--- config.mk ---
export PLATFORM = sky130hd
export DESIGN_NAME = pipe_stage_reg
export DESIGN_NICKNAME = d
export VERILOG_FILES = /design/src/rtl/pipe_pkg.sv /design/src/rtl/pipe_skid_buf.sv /design/src/rtl/pipe_stage_reg.sv
export SDC_FILE = /design/constraint.sdc
export NUM_CORES = 1
export LEC_CHECK = 0
export CORE_ASPECT_RATIO = 0.7
export CORE_MARGIN = 3
export CORE_UTILIZATION = 39
export DETAILED_ROUTE_END_ITERATION = 6
export GPL_ROUTABILITY_DRIVEN = 0
export PLACE_DENSITY = 0.79
export SYNTH_ARGS = -nofsm -noshare
export SYNTH_HDL_FRONTEND = slang
export SYNTH_HIERARCHICAL = 1
export SYNTH_SLANG_ARGS = --single-unit
--- constraint.sdc ---
create_clock -name clk -period 2 [get_ports clk]
set_input_delay 0.4 -clock clk [delete_from_list [all_inputs] [get_ports clk]]
set_output_delay 0.4 -clock clk [all_outputs]
set_load 0.02 [all_outputs]
--- src/rtl/pipe_pkg.sv ---
// Shared state encoding and default widths for pipe_stage_reg.
// Skid buffering is enabled by defining PIPE_SKID_EN.
package pipe_pkg;

  typedef enum logic [1:0] {
    EMPTY = 2'd0,
    HOLD  = 2'd1,
    SKID  = 2'd2
  } pipe_state_t;

  localparam int PIPE_DATA_W   = 32;
  localparam int PIPE_NUM_DATA = 3;
  localparam int PIPE_CTRL_W   = 24;
  localparam int PIPE_SIDE_W   = 29;

  localparam logic [PIPE_CTRL_W-1:0] PIPE_CTRL_BUBBLE = '0;

  // State encoding doubles as the held-entry count.
  function automatic logic [1:0] occ_of(input pipe_state_t s);
    return s;
  endfunction

endpackage

--- src/rtl/pipe_skid_buf.sv ---
// Single-entry skid holding register for pipe_stage_reg.
// Only instantiated when PIPE_SKID_EN is defined.
module pipe_skid_buf
  import pipe_pkg::*;
#(
  parameter int                PLD_W       = PIPE_DATA_W * PIPE_NUM_DATA,
  parameter int                CTRL_W      = PIPE_CTRL_W,
  parameter int                SIDE_W      = PIPE_SIDE_W,
  parameter logic [CTRL_W-1:0] CTRL_BUBBLE = CTRL_W'(PIPE_CTRL_BUBBLE)
) (
  input  logic              clk,
  input  logic              Reset,
  input  logic              i_load,
  input  logic              i_clear,
  input  logic [PLD_W-1:0]  i_data,
  input  logic [CTRL_W-1:0] i_ctrl,
  input  logic [SIDE_W-1:0] i_side,
  output logic [PLD_W-1:0]  o_data,
  output logic [CTRL_W-1:0] o_ctrl,
  output logic [SIDE_W-1:0] o_side
);

  logic [PLD_W-1:0]  r_data;
  logic [CTRL_W-1:0] r_ctrl;
  logic [SIDE_W-1:0] r_side;

  always_ff @(posedge clk or negedge Reset) begin
    if (!Reset) begin
      r_data <= '0;
      r_ctrl <= CTRL_BUBBLE;
      r_side <= '0;
    end else if (i_clear) begin
      r_ctrl <= CTRL_BUBBLE;
    end else if (i_load) begin
      r_data <= i_data;
      r_ctrl <= i_ctrl;
      r_side <= i_side;
    end
  end

  assign o_data = r_data;
  assign o_ctrl = r_ctrl;
  assign o_side = r_side;

endmodule

--- src/rtl/pipe_stage_reg.sv ---
// Valid/ready pipeline stage register with annul, flush and bubble control.
// PIPE_SKID_EN adds a skid entry and a registered in_ready.
module pipe_stage_reg
  import pipe_pkg::*;
#(
  parameter int                DATA_W      = PIPE_DATA_W,
  parameter int                NUM_DATA    = PIPE_NUM_DATA,
  parameter int                CTRL_W      = PIPE_CTRL_W,
  parameter logic [CTRL_W-1:0] CTRL_BUBBLE = CTRL_W'(PIPE_CTRL_BUBBLE),
  parameter int                SIDE_W      = PIPE_SIDE_W
) (
  input  logic                       clk,
  input  logic                       Reset,
  input  logic                       in_valid,
  output logic                       in_ready,
  input  logic [NUM_DATA*DATA_W-1:0] in_data,
  input  logic [CTRL_W-1:0]          in_ctrl,
  input  logic [SIDE_W-1:0]          in_side,
  input  logic                       in_annul,
  input  logic                       flush,
  output logic                       out_valid,
  output logic [NUM_DATA*DATA_W-1:0] out_data,
  output logic [CTRL_W-1:0]          out_ctrl,
  output logic [SIDE_W-1:0]          out_side,
  input  logic                       out_ready,
  output logic [1:0]                 occupancy
);

  localparam int PLD_W = NUM_DATA * DATA_W;

  pipe_state_t r_state, w_next;

  logic              w_acc;
  logic              w_drain;
  logic              w_load_out;
  logic              r_valid;
  logic [PLD_W-1:0]  r_data;
  logic [CTRL_W-1:0] r_ctrl;
  logic [SIDE_W-1:0] r_side;
  logic [CTRL_W-1:0] w_in_ctrl;
  logic [PLD_W-1:0]  w_src_data;
  logic [CTRL_W-1:0] w_src_ctrl;
  logic [SIDE_W-1:0] w_src_side;

  assign w_in_ctrl = in_annul ? CTRL_BUBBLE : in_ctrl;
  assign w_acc     = in_valid & in_ready;
  assign w_drain   = r_valid & out_ready;

`ifdef PIPE_SKID_EN
  logic              w_load_skid;
  logic              w_sel_skid;
  logic              r_in_ready;
  logic [PLD_W-1:0]  w_skid_data;
  logic [CTRL_W-1:0] w_skid_ctrl;
  logic [SIDE_W-1:0] w_skid_side;

  pipe_skid_buf #(
    .PLD_W       (PLD_W),
    .CTRL_W      (CTRL_W),
    .SIDE_W      (SIDE_W),
    .CTRL_BUBBLE (CTRL_BUBBLE)
  ) u_skid (
    .clk     (clk),
    .Reset   (Reset),
    .i_load  (w_load_skid),
    .i_clear (flush),
    .i_data  (in_data),
    .i_ctrl  (w_in_ctrl),
    .i_side  (in_side),
    .o_data  (w_skid_data),
    .o_ctrl  (w_skid_ctrl),
    .o_side  (w_skid_side)
  );

  // Ready comes from a flop, so out_ready never reaches in_ready.
  always_ff @(posedge clk or negedge Reset) begin
    if (!Reset) r_in_ready <= 1'b1;
    else        r_in_ready <= (w_next != SKID);
  end

  assign in_ready   = r_in_ready;
  assign w_src_data = w_sel_skid ? w_skid_data : in_data;
  assign w_src_ctrl = w_sel_skid ? w_skid_ctrl : w_in_ctrl;
  assign w_src_side = w_sel_skid ? w_skid_side : in_side;
`else
  assign in_ready   = out_ready | ~r_valid;
  assign w_src_data = in_data;
  assign w_src_ctrl = w_in_ctrl;
  assign w_src_side = in_side;
`endif

  always_ff @(posedge clk or negedge Reset) begin
    if (!Reset) r_state <= EMPTY;
    else        r_state <= w_next;
  end

  always_comb begin
    w_next     = r_state;
    w_load_out = 1'b0;
`ifdef PIPE_SKID_EN
    w_load_skid = 1'b0;
    w_sel_skid  = 1'b0;
`endif
    if (flush) begin
      w_next = EMPTY;
    end else begin
      unique case (r_state)
        EMPTY: begin
          if (w_acc) begin
            w_next     = HOLD;
            w_load_out = 1'b1;
          end
        end
        HOLD: begin
          if (w_acc && w_drain) begin
            w_load_out = 1'b1;
`ifdef PIPE_SKID_EN
          end else if (w_acc) begin
            w_next      = SKID;
            w_load_skid = 1'b1;
`endif
          end else if (w_drain) begin
            w_next = EMPTY;
          end
        end
`ifdef PIPE_SKID_EN
        SKID: begin
          if (w_drain) begin
            w_next     = HOLD;
            w_load_out = 1'b1;
            w_sel_skid = 1'b1;
          end
        end
`endif
        default: w_next = EMPTY;
      endcase
    end
  end

  always_ff @(posedge clk or negedge Reset) begin
    if (!Reset) begin
      r_valid <= 1'b0;
      r_data  <= '0;
      r_ctrl  <= CTRL_BUBBLE;
      r_side  <= '0;
    end else begin
      r_valid <= (w_next != EMPTY);
      if (w_load_out) begin
        r_data <= w_src_data;
        r_ctrl <= w_src_ctrl;
        r_side <= w_src_side;
      end else if (w_next == EMPTY) begin
        r_ctrl <= CTRL_BUBBLE;
      end
    end
  end

  assign out_valid = r_valid;
  assign out_data  = r_data;
  assign out_ctrl  = r_ctrl;
  assign out_side  = r_side;
  assign occupancy = occ_of(r_state);

endmodule

Word level (Yosys, flattened, before mapping)
Index checks and enable logic that the tools add are counted.
- equality and inequality tests: 1
- reductions and logical operators: 5
- bitwise operators: 4
- muxes and demuxes: 12
- operators with widths (cell ; number):
    $mux W24 ; 3
    $mux W2 ; 4
    $logic_not A2 Y1 ; 2
    $pmux W2 S2 ; 1
    $reduce_bool A2 Y1 ; 2
    $mux W1 ; 3
    $and A1 B1 Y1 ; 2
    $eq A2 B1 Y1 const B ; 1
    $pmux W1 S2 ; 1
    $logic_and A1 B1 Y1 ; 1
    $not A1 Y1 ; 1
    $or A1 B1 Y1 ; 1
- input bits: 155
- output and inout port bits: 153
- flip-flop bits (word level): 152
- word-level logic and storage cells: 27

Logic depth before layout (Yosys ltp)
- depth after elaboration: 10
- gate-level depth with buffers: 5
- depth with buffers taken out: 3

Least setup slack after synthesis
OpenSTA, ideal clock, no wires.
- kind: register to register
- from: register r_valid (netlist: out_valid)
- to: register r_data[27] (netlist: out_data[27])
- path slack: 329 ps
- cell stages (with the launch flop): 6
- buffers on the path: 2
- data required time: 1872 ps
- setup time: 128 ps
- period minus slack after synthesis: 1671 ps
- data arrival time: 1544 ps
- cell sequence: dfrtp_1 -> and2_1 -> o211ai_4 -> buf_6 -> buf_6 -> mux2_1
- cells in the longest elaborated chain, start to end: 7
- elaborated cells on any way between the ends: 9
- classes of those cells: mux (4); bitwise (4); reduce/logical (1)
- RTL lines (element ; line ; text):
    start, declared ; pipe_stage_reg.sv:36 ; logic r_valid;
    start signal, assigned ; pipe_stage_reg.sv:147 ; r_valid <= (w_next != EMPTY);
    $not A1 Y1 ; pipe_stage_reg.sv:86 ; assign in_ready = out_ready | ~r_valid;
    $or A1 B1 Y1 ; pipe_stage_reg.sv:86 ;
    $and A1 B1 Y1 ; pipe_stage_reg.sv:46 ; assign w_acc = in_valid & in_ready;
    $logic_and A1 B1 Y1 ; pipe_stage_reg.sv:115 ; if (w_acc && w_drain) begin
    $mux W1 ; pipe_stage_reg.sv:115 ;
    $pmux W1 S2 (*) ; pipe_stage_reg.sv:107 ; unique case (r_state)
    $mux W1 (*) ; pipe_stage_reg.sv:104 ; if (flush) begin
    end signal, assigned ; pipe_stage_reg.sv:149 ; r_data <= w_src_data;
    end, declared ; pipe_stage_reg.sv:37 ; logic [PLD_W-1:0] r_data;
Every way passes the cells marked *; elsewhere a longest branch is shown, timed or not.
A chain may end at the register's enable or synchronous reset.

Worst setup path in the final report
- from: register r_valid (netlist: out_valid)
- to: output out_valid
- RTL lines (element ; line ; text):
    end, declared ; pipe_stage_reg.sv:21 ; output logic out_valid,
No word-level cell between the ends.

==> results.sh <==
export IMPL_hp_class="input port to async pin"
export IMPL_layout_area_seq_um2=3804
export IMPL_tritoncts="done"
export IMPL_cts_buffers=17
export IMPL_htree_levels=4
export IMPL_grt_pass1_vias=4466
export IMPL_initial_core_util=0.4017
export IMPL_viasPerCell=4.699
export IMPL_seqPwrFrac=0.396
export IMPL_maxCapViolCount=0
export IMPL_p_int_mw=7.209
export IMPL_multiInputGateArea_um2=1704
export IMPL_clkTransAtPathRegs_ps=60
export IMPL_p_leak_nw=4.097
export IMPL_fillerInstances=988
export IMPL_final_util=0.6852
export IMPL_crit_type="register to primary output"
export IMPL_pwr_share_clk=0.294
export IMPL_cts_sinks=152
export IMPL_antenna_found_initial=1
export IMPL_diodes=0
export IMPL_cp_slowest_stage_delay_ps=660
export IMPL_ys_seq_elements=152
export IMPL_start_kind="register"
export IMPL_worstPathMaxFanout=5
export IMPL_final_hold_viol_count=0
export IMPL_finalPower_mw=10.12
export IMPL_postCtsSetupRepairBufs=0
export IMPL_drt_iter0_drc=143
export IMPL_wirelength_um=16090
export IMPL_p_switching_mw=2.915
export IMPL_clockBufferDepth=2
export IMPL_critPathCaptureType="primary output"
export IMPL_grt_pass1_wl_um=24590
export IMPL_p_per_area_nw_per_um2=1051
export IMPL_ir_worst_vdd_v=0.0005800
export IMPL_yosysSeqAreaShare=0.6738
export IMPL_max_freq_mhz=532.6
export IMPL_vias=4060
export IMPL_fin_crit_sh=0.9388
export IMPL_fp_dieH_um=106.7
export IMPL_clk_latency_ps=410
export IMPL_skew_ps=6.801
export IMPL_placementRows=36
export IMPL_fin_area_um2=9629
export IMPL_cp_arrival_ps=1480
export IMPL_synth_nets=488
export IMPL_die_area_um2=15980
export IMPL_yosys_warnings=6
export IMPL_post_drt_wl_per_cell_um=18.63
export IMPL_firstDrtPassIters=5
export IMPL_post_route_min_period_ps=1878
export IMPL_cp_cell_sequence="clkdlybuf4s50_1"
export IMPL_p_comb_frac=0.309
export IMPL_nets=816
export IMPL_chipWidth_um=149.8
export IMPL_maxSlewViolCount=0
export IMPL_io_buffers=307
export IMPL_switching_share=0.2879
export IMPL_cp_required_ps=1600
export IMPL_crit_family="buffers and inverters"
export IMPL_rsz0062_at_grt="false"
export IMPL_avgSynthCellArea_um2=16.95
export IMPL_post_dp_hpwl_um=12430
export IMPL_root_buffer="clkbuf_16"
export IMPL_remaining_drc_errors=0
export IMPL_synth_cells=333
export IMPL_grt_total_usage=0.2031
export IMPL_antenna_left=0
export IMPL_ioPinCount=308
export IMPL_core_area_um2=14050
export IMPL_outcome="finished, final reports clean"
export IMPL_crit_buf_inv=1
export IMPL_cp_slowest_cell="clkdlybuf4s50_1"
export IMPL_grt_max_degree=48
export IMPL_synth_area_um2=5645
export IMPL_ys_types=20
export IMPL_synthToLayoutAreaGrowth_pct=70.57
export IMPL_place_area_um2=9066
export IMPL_drive_gt1_frac=0.1840
export IMPL_setup_viol=0
export IMPL_gr_total_overflow=0
export IMPL_fin_setup_tns_ps=0
cell usage in the layout (no fill, tap or decap), types with 2 or more instances in the layout:
master	instances
buf_12	8
a22o_1	24
clkinv_2	3
buf_4	11
clkbuf_1	5
clkbuf_16	17
mux2_1	50
dfrtp_1	152
clkbuf_8	3
nor2_1	3
clkinvlp_4	2
mux2_2	75
clkdlybuf4s50_1	305
per-stage QoR:
stage | instances | worst slack, ps | hold slack, ps
6_report | 864 | 122.4 | 484.5
3_3_place_gp | 831 | -95.45 | 343.2
4_1_cts | 864 | 90.99 | 470.6
3_5_place_dp | 831 | -134.2 | 354.0
2_1_floorplan | 333 | 328.8 | 104.4
5_1_grt | 864 | 58.25 | 508.7
timing repair:
action	in CTS	in global routing
resized for setup	1	0
endpoints found under the hold margin	36	0
endpoints found under the setup margin	1	0
hold buffers	1	0
Yosys cell counts:
master | count | area [um2]
a21oi_1 | 1 | 5.000
a22o_1 | 24 | 210.2
and2_1 | 1 | 6.260
and3_1 | 1 | 6.260
buf_2 | 11 | 55.05
buf_6 | 4 | 45.04
buf_8 | 2 | 30.03
clkbuf_1 | 1 | 3.750
conb_1 | 1 | 3.750
dfrtp_1 | 152 | 3804
inv_1 | 1 | 3.750
mux2_1 | 50 | 563.0
mux2_2 | 75 | 844.6
nand2_1 | 1 | 3.750
nand2b_1 | 1 | 6.260
nor2_1 | 3 | 11.26
nor2_2 | 1 | 6.260
o2111a_1 | 1 | 11.26
o211ai_4 | 1 | 21.27
o21ai_0 | 1 | 5.000
layer usage:
layer | track usage | wire [um]
met5 | 0 | 7
met4 | 0.06136 | 225
met3 | 0.08787 | 1511
met2 | 0.3527 | 8193
met1 | 0.2268 | 6156
final cells by class:
| cell class | count | share of cell area |
|---|---|---|
| multi-input combinational | 162 | 0.1770 |
| timing repair buffer | 327 | 0.3454 |
| inverter | 1 | 0.0003898 |
| sequential | 152 | 0.3950 |
| clock inverter | 7 | 0.007147 |
| tap | 190 | 0.02469 |
| clock buffer | 25 | 0.05042 |
power by group through the flow:
stage | logic (mW) | registers [mW] | clock network [mW]
after CTS | 3.18 | 4.02 | 3.06
after global placement | 3.10 | 4.02 | 0
final | 3.13 | 4.01 | 2.98
after floorplan | 0.553 | 4.79 | 0
after detailed placement | 3.16 | 4.07 | 0
after global routing | 3.28 | 4.09 | 3.19
final timing paths:
kind | endpoint | depth (start not counted) | start | slack [ps]
max in group asynchronous | out_data[83] | 3 | Reset | 920
min | out_data[66] | 2 | Reset | 480
max reg2reg | out_data[53] | 5 | out_valid | 300
max | out_valid | 1 | out_valid | 120
min reg2reg | out_data[74] | 1 | out_data[74] | 490
min in group clk | out_data[74] | 1 | out_data[74] | 490
state kept, by name, indices dropped and copies added, names as in the netlist:
| signal | flops |
|---|---|
| out_data | 96 |
| out_ctrl | 24 |
| occupancy | 2 |
| out_valid | 1 |
| out_side | 29 |
cells by family after synthesis:
logic type | Yosys count | synth area share
DFF | 152 | 0.6738
and+or+nand+nor | 8 | 0.007094
other | 1 | 0.0006643
muxes | 125 | 0.2493
buffers and inverters | 19 | 0.02438
AOI/OAI and AO/OA | 28 | 0.04477
No activity file was read; power rests on OpenSTA's default activity.
